### config.mk
export PLATFORM = sky130hd
export DESIGN_NAME = alarm_status_display
export DESIGN_NICKNAME = d
export VERILOG_FILES = /design/src/rtl/alarm_status_display.sv
export SDC_FILE = /design/constraint.sdc
export NUM_CORES = 1
export LEC_CHECK = 0
export ABC_CLOCK_PERIOD_IN_PS = 2200
export CAP_MARGIN = 30
export CORE_ASPECT_RATIO = 2
export CORE_MARGIN = 2
export CORE_UTILIZATION = 57
export DETAILED_ROUTE_END_ITERATION = 16
export PLACE_DENSITY = 0.77
export REMOVE_ABC_BUFFERS = 1
export SLEW_MARGIN = 40
export SYNTH_ARGS = -nofsm -noshare
export SYNTH_HDL_FRONTEND = slang
export SYNTH_SLANG_ARGS = --single-unit
### constraint.sdc
create_clock -name clk -period 2.2 [get_ports clk]
set_clock_uncertainty 0.05 [all_clocks]
set_input_delay 0.44 -clock clk [delete_from_list [all_inputs] [get_ports clk]]
set_output_delay 0.44 -clock clk [all_outputs]
set_load 0.01 [all_outputs]
### src/rtl/alarm_status_display.sv
`default_nettype none
// +----------------------------------------------------------------------------+
// | Module      : alarm_status_display                                         |
// | Description : Status LEDs, BCD timer digits and keypad digit for the alarm |
// |               controller. Optional ALERT_HEX_FLASH_EN flashes the hex      |
// |               digits in ALERT in step with the LEDs.                       |
// | Revision    : 1.0  initial release                                         |
// +----------------------------------------------------------------------------+

package alarm_pkg;
    typedef enum logic [1:0] {
        STATE_IDLE    = 2'd0,
        STATE_SET     = 2'd1,
        STATE_TRIGGER = 2'd2,
        STATE_ALERT   = 2'd3
    } fsm_state_t;
endpackage

module alarm_status_display
    import alarm_pkg::*;
#(
    parameter int NUM_LEDS     = 10,
    parameter int NUM_DIGITS   = 2,
    parameter int TIMER_W      = 8,
    parameter int FLASH_CYCLES = 25_000_000
) (
    input  logic                         clk,
    input  logic                         rst_n,
    input  fsm_state_t                   system_state,
    input  logic [TIMER_W-1:0]           timer,
    input  logic [3:0]                   current_value,
    output logic [NUM_LEDS-1:0]          led,
    output logic [NUM_DIGITS-1:0][1:7]   hex_timer,
    output logic [1:7]                   hex_value,
    output logic                         bcd_busy
);

    // Two spare BCD digits hold any overflow beyond NUM_DIGITS for saturation.
    localparam int c_bcd_digits = NUM_DIGITS + 2;
    localparam int c_bcd_w      = c_bcd_digits * 4;
    localparam int c_dd_w       = c_bcd_w + TIMER_W;
    localparam int c_held_w     = NUM_DIGITS * 4;
    localparam int c_cnt_w      = $clog2(TIMER_W + 1);
    localparam int c_flash_w    = $clog2(FLASH_CYCLES);
    localparam logic [c_cnt_w-1:0]   c_shift_last = c_cnt_w'(TIMER_W - 1);
    localparam logic [c_flash_w-1:0] c_flash_last = c_flash_w'(FLASH_CYCLES - 1);
    localparam logic [1:7]           c_blank      = 7'b1111111;

    typedef enum logic [1:0] {
        BCD_IDLE  = 2'd0,
        BCD_SHIFT = 2'd1,
        BCD_DONE  = 2'd2
    } bcd_state_t;

    function automatic logic [6:0] seg7(input logic [3:0] v);
        case (v)
            4'h0: seg7 = 7'b0000001;
            4'h1: seg7 = 7'b1001111;
            4'h2: seg7 = 7'b0010010;
            4'h3: seg7 = 7'b0000110;
            4'h4: seg7 = 7'b1001100;
            4'h5: seg7 = 7'b0100100;
            4'h6: seg7 = 7'b0100000;
            4'h7: seg7 = 7'b0001111;
            4'h8: seg7 = 7'b0000000;
            4'h9: seg7 = 7'b0000100;
            4'hA: seg7 = 7'b0001000;
            4'hB: seg7 = 7'b1100000;
            4'hC: seg7 = 7'b0110001;
            4'hD: seg7 = 7'b1000010;
            4'hE: seg7 = 7'b0110000;
            default: seg7 = 7'b0111000;
        endcase
    endfunction

    bcd_state_t                     bcd_state_q, bcd_state_d;
    logic [TIMER_W-1:0]             last_q, last_d;
    logic [c_dd_w-1:0]              dd_q, dd_d;
    logic [c_cnt_w-1:0]             shift_cnt_q, shift_cnt_d;
    logic [c_held_w-1:0]            held_q, held_d;
    logic [c_flash_w-1:0]           flash_cnt_q, flash_cnt_d;
    logic                           flash_phase_q, flash_phase_d;
    logic [NUM_LEDS-1:0]            led_q, led_d;
    logic [NUM_DIGITS-1:0][1:7]     hex_timer_q, hex_timer_d;
    logic [1:7]                     hex_value_q, hex_value_d;

    logic [c_dd_w-1:0]              w_step;
    logic                           w_sat;
    logic                           w_seen;
    logic [NUM_DIGITS-1:0]          w_show;
    logic [NUM_DIGITS-1:0][1:7]     w_timer_segs;

    // One double-dabble step: add 3 to every digit >= 5, then shift left.
    always_comb begin
        w_step = dd_q;
        for (int d = 0; d < c_bcd_digits; d++) begin
            if (w_step[TIMER_W + 4*d +: 4] >= 4'd5) begin
                w_step[TIMER_W + 4*d +: 4] = w_step[TIMER_W + 4*d +: 4] + 4'd3;
            end
        end
        w_step = w_step << 1;
    end

    assign w_sat = |dd_q[TIMER_W + c_held_w +: 8];

    always_comb begin
        bcd_state_d = bcd_state_q;
        last_d      = last_q;
        dd_d        = dd_q;
        shift_cnt_d = shift_cnt_q;
        held_d      = held_q;
        case (bcd_state_q)
            BCD_IDLE: begin
                if (timer != last_q) begin
                    bcd_state_d = BCD_SHIFT;
                    last_d      = timer;
                    dd_d        = {{c_bcd_w{1'b0}}, timer};
                    shift_cnt_d = '0;
                end
            end
            BCD_SHIFT: begin
                dd_d        = w_step;
                shift_cnt_d = shift_cnt_q + 1'b1;
                if (shift_cnt_q == c_shift_last) begin
                    bcd_state_d = BCD_DONE;
                end
            end
            BCD_DONE: begin
                held_d      = w_sat ? {NUM_DIGITS{4'd9}} : dd_q[TIMER_W +: c_held_w];
                bcd_state_d = BCD_IDLE;
            end
            default: bcd_state_d = BCD_IDLE;
        endcase
    end

    always_comb begin
        flash_cnt_d   = '0;
        flash_phase_d = 1'b1;
        if (system_state == STATE_ALERT) begin
            flash_phase_d = flash_phase_q;
            if (flash_cnt_q == c_flash_last) begin
                flash_cnt_d   = '0;
                flash_phase_d = ~flash_phase_q;
            end else begin
                flash_cnt_d = flash_cnt_q + 1'b1;
            end
        end
    end

    // Leading-zero blanking: a digit shows once any digit at or above it is nonzero.
    always_comb begin
        w_seen       = 1'b0;
        w_show       = '0;
        w_timer_segs = '1;
        for (int i = NUM_DIGITS - 1; i >= 0; i--) begin
            w_seen          = w_seen | (held_q[4*i +: 4] != 4'd0);
            w_show[i]       = w_seen | (i == 0);
            w_timer_segs[i] = w_show[i] ? seg7(held_q[4*i +: 4]) : c_blank;
        end
    end

    always_comb begin
        led_d       = '0;
        hex_timer_d = '1;
        hex_value_d = seg7(current_value);
        case (system_state)
            STATE_SET: begin
                for (int i = 0; i < NUM_LEDS; i++) begin
                    led_d[i] = ((i % 2) == 0);
                end
            end
            STATE_TRIGGER: begin
                led_d       = '1;
                hex_timer_d = w_timer_segs;
            end
            STATE_ALERT: begin
                led_d = {NUM_LEDS{flash_phase_q}};
`ifdef ALERT_HEX_FLASH_EN
                if (flash_phase_q) begin
                    hex_timer_d = w_timer_segs;
                end else begin
                    hex_value_d = c_blank;
                end
`endif
            end
            default: ;
        endcase
    end

    always_ff @(posedge clk or negedge rst_n) begin
        if (!rst_n) begin
            bcd_state_q   <= BCD_IDLE;
            last_q        <= '0;
            dd_q          <= '0;
            shift_cnt_q   <= '0;
            held_q        <= '0;
            flash_cnt_q   <= '0;
            flash_phase_q <= 1'b1;
            led_q         <= '0;
            hex_timer_q   <= '1;
            hex_value_q   <= c_blank;
        end else begin
            bcd_state_q   <= bcd_state_d;
            last_q        <= last_d;
            dd_q          <= dd_d;
            shift_cnt_q   <= shift_cnt_d;
            held_q        <= held_d;
            flash_cnt_q   <= flash_cnt_d;
            flash_phase_q <= flash_phase_d;
            led_q         <= led_d;
            hex_timer_q   <= hex_timer_d;
            hex_value_q   <= hex_value_d;
        end
    end

    assign led       = led_q;
    assign hex_timer = hex_timer_q;
    assign hex_value = hex_value_q;
    assign bcd_busy  = (bcd_state_q != BCD_IDLE);

endmodule

`default_nettype wire

# Yosys cells after proc, flatten, opt, wreduce, memory -nomap -nowiden
# Memory sizes are Yosys's and may differ from the RTL's. A register that Yosys moved wholly into a read port is not among the register bits.
# Cells that the tools add are included.
[word_totals]
reg_bits = 96
mem_bits_rw = 0
inputBits = 16
n_memories = 3
latch_bits = 0
out_inout_bits = 32
wordCells = 63
romBits = 336
[classes]
eq_ne = 11
n_bitwise = 1
add_sub_neg = 6
reduce_logical = 9
n_shift = 0
div = 0
n_lt_le_gt_ge = 4
muxes = 19
mul = 0
[memory_table]
columns = ["name", "depth", "width", "read_ports", "rd_ports_with_merged_regs", "write_ports", "line_no", "text"]
rows = [
  ["(name not given)", 16, 7, 1, 1, 0, "56", "case (v)"],
  ["(name not given)", 16, 7, 1, 0, 0, "56", ""],
  ["(name not given)", 16, 7, 1, 0, 0, "56", ""],
]
[op_table]
columns = ["operator", "n"]
rows = [
  ["$mux W25", 2],
  ["$pmux W24 S2", 1],
  ["$pmux W10 S3", 1],
  ["$add A25 B1 Y25 const B", 1],
  ["$eq A25 B25 Y1 const B", 1],
  ["$mux W24", 1],
  ["$ge A4 B3 Y1 const B", 4],
  ["$mux W4", 4],
  ["$mux W14", 1],
  ["$add A4 B2 Y4 const B", 3],
  ["$mux W8", 1],
  ["$ne A8 B8 Y1", 1],
  ["$pmux W4 S2", 1],
  ["$reduce_or A8 Y1", 1],
  ["$mux W7", 1],
  ["$eq A2 B2 Y1 const B", 3],
  ["$reduce_and A2 Y1", 3],
  ["$add A4 B1 Y4 const B", 1],
  ["$eq A2 B1 Y1 const B", 2],
  ["$eq A4 B3 Y1 const B", 1],
  ["$mux W2", 2],
  ["$ne A2 B2 Y1 const B", 2],
  ["$pmux W2 S2", 1],
  ["$reduce_bool A2 Y1", 2],
  ["8 further kinds", 9],
]

# Longest topological paths before layout
[depth]
ltp_word = 3
depth_mapped = 6
mapped_depth_nobuf = 6

# Worst setup path before layout
# No wires, ideal clock.
[synth_path]
path_type = "reg-to-reg"
start = "register bcd_state_q[0]"
end = "register last_q[3]"
synth_period_minus_slack_ns = 2.005
path_buffers = 2
path_slack_ns = 0.195
required_time_ns = 2.025
arrival_ns = 1.830
path_stages_with_launch = 6
setup_ns = 0.125
path_cell_list = "dfrtp_1 -> or2_2 -> o21ba_2 -> clkbuf_1 -> clkbuf_1 -> mux2_2"
[synth_between]
elab_chain_len = 2
[synth_rtl]
columns = ["element", "line_no", "text"]
rows = [
  ["start, declared", "76", "bcd_state_t bcd_state_q, bcd_state_d;"],
  ["start signal, assigned", "203", "bcd_state_q <= bcd_state_d;"],
  ["$logic_not A2 Y1", "112", "case (bcd_state_q)"],
  ["$reduce_and A2 Y1 (no line)", "--", ""],
  ["end signal, assigned", "204", "last_q <= last_d;"],
  ["end, declared", "77", "logic [TIMER_W-1:0] last_q, last_d;"],
]
# No other way between the ends.
# A chain may end at the register's enable or synchronous reset.

# Final worst setup path
[layout_path]
start = "register flash_cnt_q[0]"
end = "register flash_cnt_q[24]"
[layout_between]
elab_chain_len = 3
elab_cells_between_ends = 4
cone_classes = "1 x add/sub; 1 x eq/ne; 2 x mux"
[layout_rtl]
columns = ["element", "line_no", "text"]
rows = [
  ["start, declared", "81", "logic [c_flash_w-1:0] flash_cnt_q, flash_cnt_d;"],
  ["start signal, assigned", "208", "flash_cnt_q <= flash_cnt_d;"],
  ["$add A25 B1 Y25 or $eq A25 B25 Y1 (tied branches)", "145, 141", ""],
  ["$mux W25 *", "141", "if (flash_cnt_q == c_flash_last) begin"],
  ["$mux W25 *", "139", "if (system_state == STATE_ALERT) begin"],
  ["net flash_cnt_d[24]", "81", ""],
]
# Mark *: on every way through the listed nets, which the timed path passes. The rest lies on a longest branch.

==> results.ini <==
[outcome]
outcome=completed

[timing]
post-route-min-period_ns=2.09
drv_slew=0
max_slew_margin=0.664
post-route-period-util=0.951
fin_tns_setup_ns=0
rsz0062_at_grt=no
fmax_mhz=478
finalHoldViolCount=0
setup_violations=0
tightest_slew_ns=0.497
holdWs_ns=0.0875

[placed_design]
port-buffer-count=47
place_congestion=0.780
dp_hpwl_um=7330

[cts]
tritoncts=done
clk_pin_slew_ns=0.07
cts_sinks=95
cts_root_buffer=clkbuf_16
cts_max_path_buffers=2
h-tree-depth=3
clk_latency_ns=0.34
cts_made_buffers=9
post_cts.repair.setup_buffers=0

[logic_synthesis]
seq_area_frac_synth=0.474
postSynthAreaPerCell_sq_um=10.4
synth_seq_cells=95
async_flop_share=1.00
synth_edf_count=0
synth_area_leader_cell=dfrtp_1
synth_area_leaders=dfrtp_1 (36%), dfstp_2 (11%), ha_1 (7.4%), xnor2_1 (3.3%), mux2_2 (2.7%)
synthesis.area_sq_um=5070
synthCells=489
synth.most_common_cell=dfrtp_1
synth.top_cell.area_share=0.360
ys.flop_type=dfrtp_1
synthTopCellsByCount=dfrtp_1 (73), nand2_1 (31), ha_1 (30), nor2_1 (30), o21ai_0 (25)
ys_warn_count=0
yosys.cell_types.count=57

[flow_run]
drv_cap=0

[floorplanning]
die-area_sq_um=9710
boundaryPins=48
core.rowCount=48
core_sq_um=8650
die_x_um=70.7
initial_core_util=0.586
die_y_um=137

[global_route]
antenna_found_initial=0
grt_pass1_vias=3845
grt_pass1_wl_um=17500
grt_max_degree=96
grt_usage=0.225
grt_overflow=0

[critical_path]
critical_path_buf_inv_count=0
slowest_delay_ns=0.63
cpLargestDelayFamily=simple AND/OR/NAND/NOR gates
endpoint_kind=flop
crit_arrival_ns=2.31
worstPathCellList=ha_2, nand4_1, or4b_4, or3_1, a21oi_1
path_max_fanout=5
crit_start=flash_cnt_q[0]
startpoint_type=flop
setup.worst_path.class=flop to flop
worstPathRequired_ns=2.42
worstReg2RegStart=flash_cnt_q[0]
ff2ff_setup_slack_ns=0.11
cp_slowest_cell=or4b_4

[power]
p_leak_uw=0.00250
powerDensity_nw_per_um2=1140
ir_worst_vdd_uv=812
power_uw=6850

[route]
dr.pass1.iters=4
drtIter0Drc=228
wl_per_cell_um=16.0
vias_per_cell=6.00
routed-via-count=3868
wirelength_um=10300
drtAntennaViolNets=0
drc=0

[layout]
nFillCells=666
multi_input_area_sq_um=2440
area_delta_synth_final_pct=19.0
drive_gt1_frac=0.150
insertedDiodeCount=0
fin_nets=586
seqCellArea_sq_um=2400

[min_path]
hold_path.class=primary input to asynchronous set/reset pin

stage by stage:
step / instances / area (sq um) / util / setup slack (ns)
CTS: 645 / 6020 / 0.696 / 0.0475
global route: 645 / 6030 / 0.697 / 0.0358
global placement: 629 / 5680 / 0.657 / 0.0377
floorplan: 462 / 4930 / - / 0.0280
finish: 645 / 6030 / 0.697 / 0.108
detailed placement: 629 / 5680 / 0.657 / -0.0305
logic make-up (layout without fill, tap and decap cells):
family,Yosys count,after routing,synth area share
and+or+nand+nor,157,157,0.170
adders and majority gates,30,30,0.0740
AOI/OAI and AO/OA,106,106,0.140
muxes,20,20,0.0449
xor gates and xnor gates,29,29,0.0501
buffers and inverters,52,108,0.0466
DFF,95,95,0.474
placed cells by master, fill, tap and decap left out, types with 4 or more instances in the layout:
cell,netlist,routed
nor2_1,30,30
nor3_1,7,7
dfstp_2,22,22
a31oi_1,5,5
ha_1,30,29
clkdlybuf4s50_1,0,46
o311ai_0,5,5
or3_1,10,10
xor2_1,10,10
o21ai_0,25,25
a22o_1,4,4
mux2_2,12,12
dfrtp_1,73,73
nor2b_1,11,11
nand3_1,14,14
inv_1,24,24
nand4_1,8,8
xnor2_1,19,19
a21oi_1,20,20
o211ai_1,5,5
mux2i_1,7,7
and2_1,8,8
o22ai_1,11,11
o31ai_1,7,7
nand2_1,31,31
nor4b_1,7,7
a221o_1,7,7
buf_4,8,20
nand2b_1,11,11
clkbuf_16,0,9
per-layer routing:
metal	routed length, um	up-vias	global-route usage
li1	-	1855	-
met1	3870	1913	0.241
met2	5890	83	0.420
met3	317	17	0.0395
met4	257	0	0.105
met5	0	-	0
timing repair:
action                                 CTS  global route
gates resized for setup                  0             3
setup endpoints to repair                0             3
hold buffers                             0             0
endpoints found under the hold margin    0             0
worst paths after layout:
| check | cells after the start | to |
|---|---|---|
| max | 5 | flash_cnt_q[24] |
| min | 2 | flash_cnt_q[19] |
| max reg2reg | 5 | flash_cnt_q[24] |
| min reg2reg | 1 | dd_q[0] |
| max in group asynchronous | 2 | hex_value[7] |
| min in group clk | 1 | dd_q[0] |
cell type report:
class,instances,area share
clock buffers,10,0.0380
clock inverters,6,0.0180
inverters,25,0.0156
multi-input cells,342,0.404
flip-flops and latches,95,0.399
well taps,100,0.0207
repair buffers,67,0.105
where the power goes:
| part | internal (uW) | switching, uW |
|---|---|---|
| registers | 2250 | 428 |
| clock network | 1110 | 654 |
| logic | 1200 | 1200 |
| total | 4560 | 2280 |
registers in the layout (all words and copies together), names as in the netlist:
signal	flops
led	2
bcd_state_q	2
flash_phase_q	1
hex_timer	14
dd_q	24
shift_cnt_q	4
held_q	8
last_q	8
flash_cnt_q	25
hex_value	7
No activity file was read; power rests on OpenSTA's default activity.
